===== src/rtl/irq_priority_scheduler_pkg.sv =====
// Shared definitions for the interrupt priority scheduler.
//   NUM_LINES : number of request lines
//   ID_W      : width of a line index
//   COUNT_W   : width of the completed-grant counter
//   state_t   : scheduler FSM states
package irq_priority_scheduler_pkg;

   localparam int NUM_LINES = 16;
   localparam int ID_W      = 4;
   localparam int COUNT_W   = 8;

   typedef enum logic [1:0] {
      S_IDLE,
      S_GRANT,
      S_GAP
   } state_t;

endpackage


===== src/rtl/irq_priority_scheduler_priority_encoder.sv =====
// MSB-first priority encoder over the request lines.
//   in_bits              : input vector
//   most_significant_bit : index of the highest set bit (0 when none set)
//   multiple_ones        : more than one bit of in_bits is set
module priority_encoder
   import irq_priority_scheduler_pkg::*;
(
   input  logic [NUM_LINES-1:0] in_bits,
   output logic [ID_W-1:0]      most_significant_bit,
   output logic                 multiple_ones
);

   logic [NUM_LINES-1:0] low_cleared;

   always_comb begin
      most_significant_bit = '0;
      for (int i = 0; i < NUM_LINES; i++) begin
         if (in_bits[i]) begin
            most_significant_bit = i[ID_W-1:0];
         end
      end
   end

   // Clearing the lowest set bit leaves something only if two or more were set.
   assign low_cleared   = in_bits & (in_bits - {{(NUM_LINES-1){1'b0}}, 1'b1});
   assign multiple_ones = |low_cleared;

endmodule


===== src/rtl/irq_priority_scheduler.sv =====
// Interrupt priority scheduler: latches request strobes into a sticky pending
// register, filters them with a writable mask and presents the highest-index
// eligible line to a single servicer on a valid/ack handshake.
//   clk, rst         : clock, asynchronous active-high reset
//   req              : request strobes, each high bit sets its pending bit
//   mask_we, mask_in : mask register write (1 = line not grantable)
//   ack              : servicer accepts the current grant (ignored outside GRANT)
//   grant_valid      : a grant is being presented
//   grant_id         : index of the granted line, stable while grant_valid=1
//   pending          : current pending register
//   multiple_pending : more than one unmasked pending bit
//   grant_count      : completed grants, wrapping
//
// state   | meaning
// S_IDLE  | no grant outstanding; selects the highest eligible line
// S_GRANT | grant_id presented, waiting for ack
// S_GAP   | one dead cycle after ack so the servicer can drop ack
module irq_priority_scheduler
   import irq_priority_scheduler_pkg::*;
(
   input  logic                 clk,
   input  logic                 rst,
   input  logic [NUM_LINES-1:0] req,
   input  logic                 mask_we,
   input  logic [NUM_LINES-1:0] mask_in,
   input  logic                 ack,
   output logic                 grant_valid,
   output logic [ID_W-1:0]      grant_id,
   output logic [NUM_LINES-1:0] pending,
   output logic                 multiple_pending,
   output logic [COUNT_W-1:0]   grant_count
);

   state_t               state_q, state_d;
   logic [NUM_LINES-1:0] mask_q;
   logic [NUM_LINES-1:0] eligible;
   logic [NUM_LINES-1:0] clr;
   logic [ID_W-1:0]      sel_id;
   logic                 any;
   logic                 ack_grant;
   logic                 load_id;

   assign eligible  = pending & ~mask_q;
   assign any       = |eligible;
   assign ack_grant = (state_q == S_GRANT) && ack;

   priority_encoder u_prio (
      .in_bits              (eligible),
      .most_significant_bit (sel_id),
      .multiple_ones        (multiple_pending)
   );

   always_comb begin
      clr = '0;
      if (ack_grant) begin
         clr[grant_id] = 1'b1;
      end
   end

   always_comb begin
      state_d     = state_q;
      grant_valid = 1'b0;
      load_id     = 1'b0;
      case (state_q)
         S_IDLE: begin
            if (any) begin
               load_id = 1'b1;
               state_d = S_GRANT;
            end
         end
         S_GRANT: begin
            grant_valid = 1'b1;
            if (ack) begin
               state_d = S_GAP;
            end
         end
         S_GAP: begin
            state_d = S_IDLE;
         end
         default: begin
            state_d = S_IDLE;
         end
      endcase
   end

   always_ff @(posedge clk or posedge rst) begin
      if (rst) begin
         state_q     <= S_IDLE;
         grant_id    <= '0;
         pending     <= '0;
         mask_q      <= '0;
         grant_count <= '0;
      end else begin
         state_q <= state_d;
         // A new strobe on the bit being cleared keeps it pending.
         pending <= (pending & ~clr) | req;
         if (mask_we) begin
            mask_q <= mask_in;
         end
         if (load_id) begin
            grant_id <= sel_id;
         end
         if (ack_grant) begin
            grant_count <= grant_count + COUNT_W'(1);
         end
      end
   end

endmodule


===== config.mk =====
export PLATFORM = sky130hd
export DESIGN_NAME = irq_priority_scheduler
export DESIGN_NICKNAME = d
export VERILOG_FILES = /design/src/rtl/irq_priority_scheduler_pkg.sv /design/src/rtl/irq_priority_scheduler_priority_encoder.sv /design/src/rtl/irq_priority_scheduler.sv
export SDC_FILE = /design/constraint.sdc
export NUM_CORES = 1
export LEC_CHECK = 0
export CORE_MARGIN = 2
export CORE_UTILIZATION = 43
export DETAILED_ROUTE_END_ITERATION = 6
export GPL_ROUTABILITY_DRIVEN = 1
export PLACE_DENSITY_LB_ADDON = 0.1
export SYNTH_ARGS = -nofsm -noshare
export SYNTH_HDL_FRONTEND = slang
export SYNTH_SLANG_ARGS = --single-unit

===== constraint.sdc =====
create_clock -name clk -period 1.4 [get_ports clk]
set_input_delay 0.21 -clock clk [delete_from_list [all_inputs] [get_ports clk]]
set_output_delay 0.21 -clock clk [all_outputs]
set_load 0.02 [all_outputs]

Yosys cells after proc, flatten, opt, wreduce, memory -nomap -nowiden:

Cells that the tools add are included.

* bits in registers: 46
* bits of input ports: 36

* add/subtract/negate cells: 2
* order comparisons: 2
* eq/ne operators: 3
* mux-type cells: 24
* bitwise operators: 6
* reduce and logical (&&, ||, !) cells: 6

Operators with widths (number)
* $and 16x16->16: 3
* $mux 4: 8
* $not 16->16: 2
* $reduce_or 16->1: 2
* $mux 16: 1
* $or 16x16->16: 1
* $sub 16x1->16 const B: 1
* $mux 3: 4
* $add 8x1->8 const B: 1
* $mux 2: 4
* $lt 4x5->1 const B: 1
* $mux 1: 5
* $demux 1 s4: 1
* $ge 4x1->1 const B: 1
* $ne 2x2->1 const B: 2
* $pmux 2 s2: 1
* $eq 2x1->1 const B: 1
* $logic_and 1x1->1: 2
* $logic_not 2->1: 1
* $reduce_and 2->1: 1

Longest topological paths before layout:

Gate-level depths: netlist of run 1.

* depth in word-level cells: 17
* depth in mapped cells: 8
* depth with buffers taken out: 8

By module:

A second synthesis of run 1 with hierarchy kept.

* cell total of the unflattened synthesis: 208
* area total of the unflattened synthesis: 2327.2 sq um

Modules (own cells, without submodules)
* irq_priority_scheduler: times used 1, cells each 159, area each 2029.4 sq um
* priority_encoder: times used 1, cells each 49, area each 297.8 sq um

Worst setup path after synthesis of run 1:

Ideal clock, no wire load.

* kind: register -> output
* start point: reg pending[2]
* end point: out multiple_pending
* arrival time: 1493 ps
* required time: 1190 ps
* path slack: -303 ps
* stages on the path, launching flop included: 6
* buffers on the path: 0
* path through: dfrtp_1 -> nor2b_2 -> nor4_4 -> nand3_1 -> nor3_1 -> o211ai_1

* longest elaborated chain between the ends: 4

RTL lines
* from (decl): RTL line irq_priority_scheduler.sv:29 `output logic [NUM_LINES-1:0] pending,`
* from (signal assigned): RTL line irq_priority_scheduler.sv:96 `pending <= (pending & ~clr) | req;`
* $and 16x16->16 *: RTL line irq_priority_scheduler.sv:43 `assign eligible = pending & ~mask_q;`
* $sub 16x1->16: RTL line irq_priority_scheduler_priority_encoder.sv:25 `assign low_cleared = in_bits & (in_bits - {{(NUM_LINES-1){1'b0}}, 1'b1});`
* $and 16x16->16 *: RTL line irq_priority_scheduler_priority_encoder.sv:25
* $reduce_or 16->1 *: RTL line irq_priority_scheduler_priority_encoder.sv:26 `assign multiple_ones = |low_cleared;`
* to (decl): RTL line irq_priority_scheduler.sv:30 `output logic multiple_pending,`

Every way passes the cells marked *; elsewhere a longest branch is shown, timed or not.

Final worst setup path of run 1:

* start point: reg pending[7]
* end point: out multiple_pending

Same word-level chain as after synthesis.

==> summary.md, run 1 <==
| Metric | Value |
|---|---|
| Die area | 0.006121 mm2 |
| Clock skew | 0.01039 ns |
| WL/cell | 13.80 um |
| Vias/cell | 4.873 |
| Core area | 0.005405 mm2 |
| Power Total | 4.569 mW |
| H-Tree Depth | 2 |
| Via count | 1954 |
| Worst-path cell chain | nor2b_4 -> nor4_4 -> nand3_1 -> nor3_1 -> o211ai_1 -> buf_2 |
| Vias in the first global route | 1930 |
| Mapped Area | 0.002370 mm2 |
| Seq/Total Area, Yosys | 48.57% |
| CP delay by family, top | simple AND/OR/NAND/NOR gates |
| Max Freq | 491.4 MHz |
| Fin Setup TNS | -2.048 ns |
| Reg-to-reg startpoint | pending[13] |
| Pre-CTS setup slack | -0.7477 ns |
| Peak supply drop | 0.0009658 V |
| RSZ-0062 raised after global routing | true |
| FF+latch count, synth | 46 |
| Initial drt markers | 138 |
| Port bufs | 65 |
| Outcome | complete, but fails checks |
| Die width | 78.24 um |
| Placement Cell Area | 0.003505 mm2 |
| Fin crit period | 2.035 ns |
| GR Overflow Total | 0 |
| Worst Reg-to-Reg Cells | 6 |
| Yosys top cell area share | 48.57% |
| Yosys top cell by area | dfrtp_1 |
| NumNets Final | 365 |
| Tot GR Track Use | 19.89% |
| Final Cell Area | 0.003734 mm2 |
| Antenna violations before repair | 0 |
| CTS buffer count | 5 |
| R2R Path End | grant_id[2] |
| Internal power | 2.994 mW |
| Max-slew violation count | 0 |
| Ant. Diodes | 0 |
| Switching power | 1.575 mW |
| I/O pin cnt | 66 |
| Yosys warning count | 0 |
| Synth area leaders | dfrtp_1, mux2_2, nand2b_1 |
| ANT nets after route | 0 |
| PD cells | 1224 mW/mm2 |
| Mapped Avg Cell Area | 11.39 um2 |
| Global-route wire length before repair | 9411 um |
| Period utilization | 145.4% |
| Final core occ | 69.07% |
| Largest net degree at the start of global routing | 19 |
| TritonCTS clock tree | done |
| Synth Flop Type | dfrtp_1 |
| Clock power frac | 21.4% |
| Critical path origin | pending[7] |
| Drt total wl | 5532 um |
| Seq pwr share | 37.7% |
| Number of synthesized flops with an enable pin | 0 |
| Setup ws final | -0.6350 ns |
| Leakage power | 1.590 nW |
| Synth-to-layout area growth | 57.55% |
| Maxcap violations | 0 |
| Worst R2R Setup Slack | -0.32 ns |
| Critical-path top delay cell | dfrtp_2 |
| Crit path capture | multiple_pending |
| CP Class | register to output port |
| Sw Ratio | 34.46% |
| Crit start category | register |
| Slew margin rel. | 75.20% |
| WP depth | 6 |
| Number of distinct library cells after synthesis | 44 |
| Worst min-delay path category | input port to asynchronous set/reset pin |
| Post-synth top cells | dfrtp_1, nand2_1, mux2_2 |
| Count leader, synth | dfrtp_1 |
| CTS sink count | 46 |
| Logic pwr share | 40.8% |
| Placed cells | 385 |
| Worst EP required | 1.19 ns |
| Worst Path Arrival | 1.82 ns |
| Nets in the synthesized netlist | 245 |
| Clock Tree Buf Depth | 2 |
| Die height | 78.24 um |
| Worst slew pin tran | 0.3720 ns |
| Hold slack | 0.1751 ns |
| Post-DP HPWL | 4262 um |
| Violated checks | setup timing |
| Remaining DRCs | 0 |
| Final Hold Fails | 0 |
| Non-filler cells, final | 401 |
| Worst Path Buf+Inv | 1 |
| Async S/R FF share, synth | 100.0% |
| Cell count after synthesis | 208 |
| Clock root cell | clkbuf_8 |
| CP peak stage delay | 0.40 ns |
| Crit end category | output port |
| Worst skew pair latency | 0.30 ns |
| Final Wtd Congestion | 0.8841 |
| Initial Util | 43.84% |
| CP max FO | 3 |
| Share of layout cells above drive strength 1 | 40.43% |
| Clock slew at the register clock pins of the worst setup and hold paths | 0.09 ns |
| FP Rows | 27 |
| DR pass1 iterations | 4 |
| Setup violations, final | 8 |
## cell type report
class	count	area [um2]
clock buffers	7	76.32
clock inverters	1	30.03
fillers	437	1672
inverters	5	28.78
multi-input cells	152	1285
flip-flops and latches	46	1160
well taps	72	90.09
repair buffers	118	1064
## sequential cells by signal, summed over array words and instances, names as in the netlist
signal,cells
grant_count,8
grant_id,4
mask_q,16
pending,16
state_q,2
## layer usage
metal / track usage, % / up-vias / part of all wire, %
met5: 0 / - / 0
met4: 5.789 / 0 / 1.2
met3: 4.138 / 6 / 4.5
met2: 30.26 / 51 / 44
met1: 28.80 / 920 / 50
li1: - / 977 / -
## worst reg2reg max path, stage by stage (launching register included)
cell and delay (ns):
dfrtp_2 0.40, nor2b_4 0.14, buf_6 0.12, nor4_4 0.38, nand4_4 0.14, nand2_4 0.15
mux2_4 0.30
## cell families (layout without fill, tap and decap cells)
family | count (synthesis) | after routing | synth area share, %
AOI/OAI and AO/OA | 38 | 38 | 10.77
xor gates and xnor gates | 7 | 7 | 2.587
adders and majority gates | 1 | 1 | 0.5279
buffers and inverters | 10 | 131 | 2.059
DFF | 46 | 46 | 48.57
muxes | 20 | 20 | 9.926
and+or+nand+nor | 86 | 86 | 25.55
## timing repair
action,in CTS,in global routing
pin swaps,11,10
hold buffers,0,0
cloned,0,0
endpoints found under the setup margin,40,27
resized for setup,59,16
buffers inserted,7,2
## how the worst min path moves through the flow
stage,startpoint,end,cells after the start
2_1_floorplan,ack,state_q[0],1
6_report,rst,grant_count[0],2
4_1_cts,rst,mask_q[0],2
5_1_grt,rst,mask_q[0],2
3_3_place_gp,grant_count[7],grant_count[7],1
3_5_place_dp,grant_count[7],grant_count[7],1
## layout by cell type, fill, tap and decap left out, types with 3 or more instances in the layout
| cell type | count |
|---|---|
| nor2b_4 | 9 |
| a21o_1 | 9 |
| nand2_1 | 14 |
| xor2_1 | 3 |
| dlygate4sd2_1 | 22 |
| nand3_1 | 4 |
| mux2_2 | 16 |
| nor4_4 | 4 |
| nand2b_1 | 13 |
| nand2_2 | 3 |
| o21ai_2 | 3 |
| clkdlybuf4s15_1 | 4 |
| buf_12 | 3 |
| o21ai_0 | 8 |
| clkbuf_8 | 5 |
| buf_2 | 3 |
| dfrtp_2 | 7 |
| xnor2_1 | 4 |
| a21oi_1 | 3 |
| clkdlybuf4s50_1 | 35 |
| buf_4 | 45 |
| mux2_4 | 3 |
| dfrtp_1 | 39 |
| nor3_1 | 4 |
| and2b_4 | 6 |
| nor2_1 | 10 |
| buf_6 | 6 |
| o31ai_1 | 4 |
## power groups by stage
stage / sequential, mW / clock (mW) / combinational (mW)
final: 1.72 / 0.979 / 1.87
after global placement: 1.73 / 0 / 1.76
after CTS: 1.71 / 0.994 / 1.82
after global routing: 1.76 / 1.05 / 2.01
after detailed placement: 1.74 / 0 / 1.77
after floorplan: 1.86 / 0 / 0.871
Power figures use the tool's default switching activity.
==> run 2: changes to the inputs <==
--- a/config.mk
+++ b/config.mk
@@ -10,6 +10,7 @@
 export DETAILED_ROUTE_END_ITERATION = 6
 export GPL_ROUTABILITY_DRIVEN = 1
 export PLACE_DENSITY_LB_ADDON = 0.1
+export SLEW_MARGIN = 20
 export SYNTH_ARGS = -nofsm -noshare
 export SYNTH_HDL_FRONTEND = slang
 export SYNTH_SLANG_ARGS = --single-unit
==> results of run 2 <==
Final layout, timing and power as in run 1 (identical DEF).
